### src/rtl/serial_collector.sv
// serial_collector
//   Collects a qualified serial bit stream into WIDTH-bit words (first bit
//   received ends up in the MSB) and hands each completed word to a consumer
//   through a valid/ready handshake. It also flags words equal to PATTERN and
//   remembers whether a bit was ever dropped because a word was still pending.
//
// Ports
//   clk        : single clock, all state changes on the rising edge
//   clear      : synchronous active-low reset
//   d          : serial data bit
//   d_en       : qualifies d; a bit is only taken when d_en=1
//   word       : last completed word (WIDTH bits)
//   word_valid : word holds a completed word not yet consumed
//   word_ready : consumer accepts word (only meaningful while word_valid=1)
//   match      : one-cycle pulse when a newly completed word equals PATTERN
//   overrun    : sticky, set when a qualified bit arrives while a word waits
//   count      : bits gathered toward the next word, 0..WIDTH-1
module serial_collector #(
  parameter int                 WIDTH   = 4,
  parameter logic [WIDTH-1:0]   PATTERN = 4'b1011
) (
  input  logic             clk,
  input  logic             clear,
  input  logic             d,
  input  logic             d_en,
  output logic [WIDTH-1:0] word,
  output logic             word_valid,
  input  logic             word_ready,
  output logic             match,
  output logic             overrun,
  output logic [2:0]       count
);

  typedef enum logic [1:0] {
    IDLE = 2'd0,
    FILL = 2'd1,
    HOLD = 2'd2
  } state_t;

  localparam logic [2:0] LAST_COUNT = 3'(WIDTH - 1);

  state_t             state_reg;
  // Only the WIDTH-1 most recent bits are kept: the completing bit is taken
  // straight from d, so the oldest stored bit would never be read again.
  logic [WIDTH-2:0]   shreg_reg;
  logic [WIDTH-1:0]   word_reg;
  logic               word_valid_reg;
  logic               match_reg;
  logic               overrun_reg;
  logic [2:0]         count_reg;

  // Shift-left-and-insert view of the register with d as the new LSB.
  // When the last bit of a word arrives this is exactly the completed word.
  logic [WIDTH-1:0]   shifted;

  assign shifted[0] = d;

  genvar gi;
  generate
    for (gi = 1; gi < WIDTH; gi++) begin : g_shift
      assign shifted[gi] = shreg_reg[gi-1];
    end
  endgenerate

  always_ff @(posedge clk) begin
    if (!clear) begin
      state_reg      <= IDLE;
      shreg_reg      <= '0;
      word_reg       <= '0;
      word_valid_reg <= 1'b0;
      match_reg      <= 1'b0;
      overrun_reg    <= 1'b0;
      count_reg      <= 3'd0;
    end else begin
      // match is a pulse; it is only raised on the completing edge below.
      match_reg <= 1'b0;

      case (state_reg)
        IDLE: begin
          if (d_en) begin
            shreg_reg <= shifted[WIDTH-2:0];
            count_reg <= 3'd1;
            state_reg <= FILL;
          end
        end

        FILL: begin
          if (d_en) begin
            shreg_reg <= shifted[WIDTH-2:0];
            if (count_reg == LAST_COUNT) begin
              word_reg       <= shifted;
              word_valid_reg <= 1'b1;
              match_reg      <= (shifted == PATTERN);
              count_reg      <= 3'd0;
              state_reg      <= HOLD;
            end else begin
              count_reg <= count_reg + 3'd1;
            end
          end
        end

        HOLD: begin
          if (word_ready) begin
            // Handshake; word itself keeps its value after being consumed.
            word_valid_reg <= 1'b0;
            if (d_en) begin
              // The same edge also takes the first bit of the next word.
              shreg_reg <= shifted[WIDTH-2:0];
              count_reg <= 3'd1;
              state_reg <= FILL;
            end else begin
              state_reg <= IDLE;
            end
          end else if (d_en) begin
            // Nowhere to put the bit while the word waits: drop it.
            overrun_reg <= 1'b1;
          end
        end

        default: begin
          state_reg <= IDLE;
        end
      endcase
    end
  end

  assign word       = word_reg;
  assign word_valid = word_valid_reg;
  assign match      = match_reg;
  assign overrun    = overrun_reg;
  assign count      = count_reg;

endmodule
### config.mk
export PLATFORM = sky130hd
export DESIGN_NAME = serial_collector
export DESIGN_NICKNAME = d
export VERILOG_FILES = /design/src/rtl/serial_collector.sv
export SDC_FILE = /design/constraint.sdc
export NUM_CORES = 1
export LEC_CHECK = 0
export CAP_MARGIN = 20
export CELL_PAD_IN_SITES_DETAIL_PLACEMENT = 1
export CELL_PAD_IN_SITES_GLOBAL_PLACEMENT = 2
export CORE_MARGIN = 5
export CORE_UTILIZATION = 25
export CTS_BUF_LIST = sky130_fd_sc_hd__clkbuf_2
export DETAILED_ROUTE_END_ITERATION = 7
export HOLD_SLACK_MARGIN = 0.1
export PLACE_DENSITY = 0.68
export SYNTH_ARGS = -nofsm -noshare
export SYNTH_HDL_FRONTEND = slang
export SYNTH_SLANG_ARGS = --single-unit
### constraint.sdc
create_clock -name clk -period 1.4 [get_ports clk]
set_input_delay 0.28 -clock clk [delete_from_list [all_inputs] [get_ports clk]]
set_output_delay 0.28 -clock clk [all_outputs]
set_load 0.02 [all_outputs]
==> run_results.csv, run 1 <==
group,metric,value,unit
status,status,"finished clean",
floorplanning,start_util,26.1,%
floorplanning,die_width,60.6,um
power,p_sw,0.197,mW
yosys,netlist_instances,61,
routing,via_per_inst,4.57,
sta,fmax,0.753,GHz
sta,finalClockSkew,0.00148,ns
place,portBuffers,14,
layout,area_growth,36.7,%
worst_setup_path,startpoint_type,"flop",
place,dp_hpwl,1090,um
clock_tree,htree_levels,1,
sta,worstMarginPinSlew,0.286,ns
power,pwr-share-comb,12.1,%
worst_setup_path,path_delay_family,"flip-flops",
floorplanning,fp.coreArea,2450,um2
layout,num-nets-final,92,
power,ir_drop,476,uV
power,switching_share,26.4,%
routing,met2WireLength,655,um
layout,antenna_cells,0,
sta,hold_violations,0,
worst_setup_path,critPathMaxFanout,4,
worst_setup_path,worstPathCellList,"dlygate4sd2_1",
worst_setup_path,slowest_stage,"dfxtp_1",
layout,final_common_cell,"dfxtp_1",
sta,slew_headroom,80.9,%
clock_tree,cts_tree,"built",
yosys,yosysWarningCount,0,
global_routing,track_usage,8.67,%
routing,totalWireLength,1400,um
power,p_leak,0.406,nW
layout,largest_reg_flops,4,
routing,dr.first_iter.drc_count,11,
routing,drc,0,
yosys,synth_seq_cells,15,
worst_setup_path,arrival,1.05,ns
clock_tree,root_buffer,"clkbuf_2",
routing,wire_per_inst,12.2,um
sta,fin_ws,0.0723,ns
sta,rsz0062_at_grt,"false",
global_routing,grt_pass1_wl,2260,um
power,power_frac_clock,28.3,%
global_routing,grt_max_degree,10,
clock_tree,worstSkewPairLatency,0.28,ns
power,p_int,0.550,mW
clock_tree,cts_hold_buf,0,
routing,antenna_left,0,
clock_tree,clockBufferDepth,2,
yosys,synth_cell_types,22,
worst_setup_path,path_class,"flop to output pin",
worst_setup_path,r2r_slack,0.10,ns
yosys,synth_fp_nets,67,
routing,met1_length,660,um
layout,layout_common_cells,"dfxtp_1 (15), nand2_1 (13), dlygate4sd2_1 (10)",
power,power,0.748,mW
worst_setup_path,crit_required,1.12,ns
sta,setup_viol,0,
layout,fillCellCount,286,
worst_setup_path,crit_path_max_incr_delay,0.41,ns
clock_tree,cts_buffers,3,
layout,drive_gt1_share,20.0,%
floorplanning,die_y,60.6,um
worst_setup_path,cp-end-kind,"output pin",
sta,setup_tns,0,ns
clock_tree,clock-sinks,15,
floorplanning,rows,18,
global_routing,antenna_found_initial,0,
place,gp_congestion,0.732,
worst_hold_path,hp-class,"flop to flop",
sta,min_period,1.33,ns
yosys,syn_area_per_cell,10.5,um2
yosys,synth.cell_area,641,um2
yosys,yosysSeqAreaShare,46.9,%
worst_setup_path,crit_buf_inv,1,
global_routing,grt_pass1_vias,509,
sta,fin_crit_sh,94.8,%
clock_tree,path_clk_slew,0.15,ns
power,p_per_area,854,nW/um2
layout,stdcell_area,876,um2
power,power_frac_seq,59.6,%
floorplanning,die-area,3670,um2
floorplanning,pin_count,15,
routing,dr.max_layer_used,"met4",
flow_run,drv_cap,0,
global_routing,grt_overflow,0,
place,dp_worst_setup_slack,-0.0859,ns
routing,num_vias,526,
routing,wl_met3,70,um
place,detailed_place.area,868,um2
sta,drv_slew,0,
routing,drt_first_pass_iters,4,
[worst reg2reg max path, cell delays in order, from the launching register on]
cell and delay [ns]:
dfxtp_1 0.37, ha_1 0.21, and2b_1 0.20, and3_2 0.25
o21a_1 0.19
[metrics by stage]
stage               cells  hold WS (ns)  utilization (%)
floorplan              61         0.410                -
global placement      111         0.421             35.4
detailed placement    111         0.422             35.4
global route          115         0.470             35.7
CTS                   115         0.443             35.7
finish                115         0.447             35.7
[path summary, 6_finish.rpt]
check | from | endpoint | cells after the start
worst max register to register | count[0]$_SDFFE_PN0P_ | state_reg[1]$_SDFFE_PN0P_ | 4
worst max-delay path | count[0]$_SDFFE_PN0P_ | count[0] | 1
worst min-delay path | shreg_reg[1]$_SDFFE_PN0P_ | match$_SDFF_PN0_ | 1
worst min register to register | shreg_reg[1]$_SDFFE_PN0P_ | match$_SDFF_PN0_ | 1
[cells in the mapped netlist, drive strengths merged]
cell type | n | area share, %
nand2 | 13 | 7.6
nand2b | 3 | 2.9
o21a | 1 | 1.2
ha | 1 | 2.0
nor4 | 1 | 2.0
nand4b | 1 | 1.4
mux2i | 8 | 13
nand3 | 2 | 3.5
o211a | 1 | 1.6
and3 | 1 | 1.2
nor2b | 2 | 3.1
nand3b | 1 | 1.2
buf | 2 | 1.6
and2b | 1 | 1.2
a21boi | 3 | 5.3
nor3b | 1 | 1.2
dfxtp | 15 | 47
a32o | 1 | 1.6
a21oi | 3 | 2.3
[kinds of logic (layout without fill, tap and decap cells)]
| logic type | count (synthesis) | in the layout | share of synthesized area, % |
|---|---|---|---|
| adder cells (fa/ha/maj) | 1 | 1 | 1.95 |
| flip-flops | 15 | 15 | 46.9 |
| AO/OA/AOI/OAI | 9 | 9 | 11.9 |
| AND/OR/NAND/NOR | 26 | 26 | 25.2 |
| multiplexers | 8 | 8 | 12.5 |
| buffers and inverters | 2 | 26 | 1.56 |
[area by class of cell]
cell class              instances  area, um2  area share (%)
multi-input cells              44        330            37.7
repair buffers                 22        188            21.4
clock inverters                 1       5.00           0.571
clock buffers                   3       15.0            1.71
well taps                      30       37.5            4.29
flip-flops and latches         15        300            34.3
[metal layers]
metal  global-route usage (%)  vias up
met5                        0        -
met4                     5.57        0
met3                     2.34        2
met2                     13.7       10
met1                     10.3      252
li1                         -      262
[what timing repair did]
action	4_1_cts	5_1_grt
endpoints found under the setup margin	10	0
buffers inserted	0	0
gates resized for setup	10	0
[power groups by stage]
stage                     logic, mW  clock network [mW]  registers [mW]
after floorplan              0.0438                   0           0.458
after global placement       0.0945                   0           0.455
after detailed placement     0.0951                   0           0.455
after CTS                    0.0924               0.221           0.446
after global routing         0.0988               0.243           0.447
final                        0.0906               0.211           0.446
No activity file was read; power rests on OpenSTA's default activity.
==> inputs of run 2 (changes only) <==
--- a/config.mk
+++ b/config.mk
@@ -11,6 +11,7 @@
 export CORE_MARGIN = 5
 export CORE_UTILIZATION = 25
 export CTS_BUF_LIST = sky130_fd_sc_hd__clkbuf_2
+export CTS_CLUSTER_SIZE = 10
 export DETAILED_ROUTE_END_ITERATION = 7
 export HOLD_SLACK_MARGIN = 0.1
 export PLACE_DENSITY = 0.68
==> results of run 2 <==
Same layout as run 1: the final DEF is identical, and so are final timing and power.
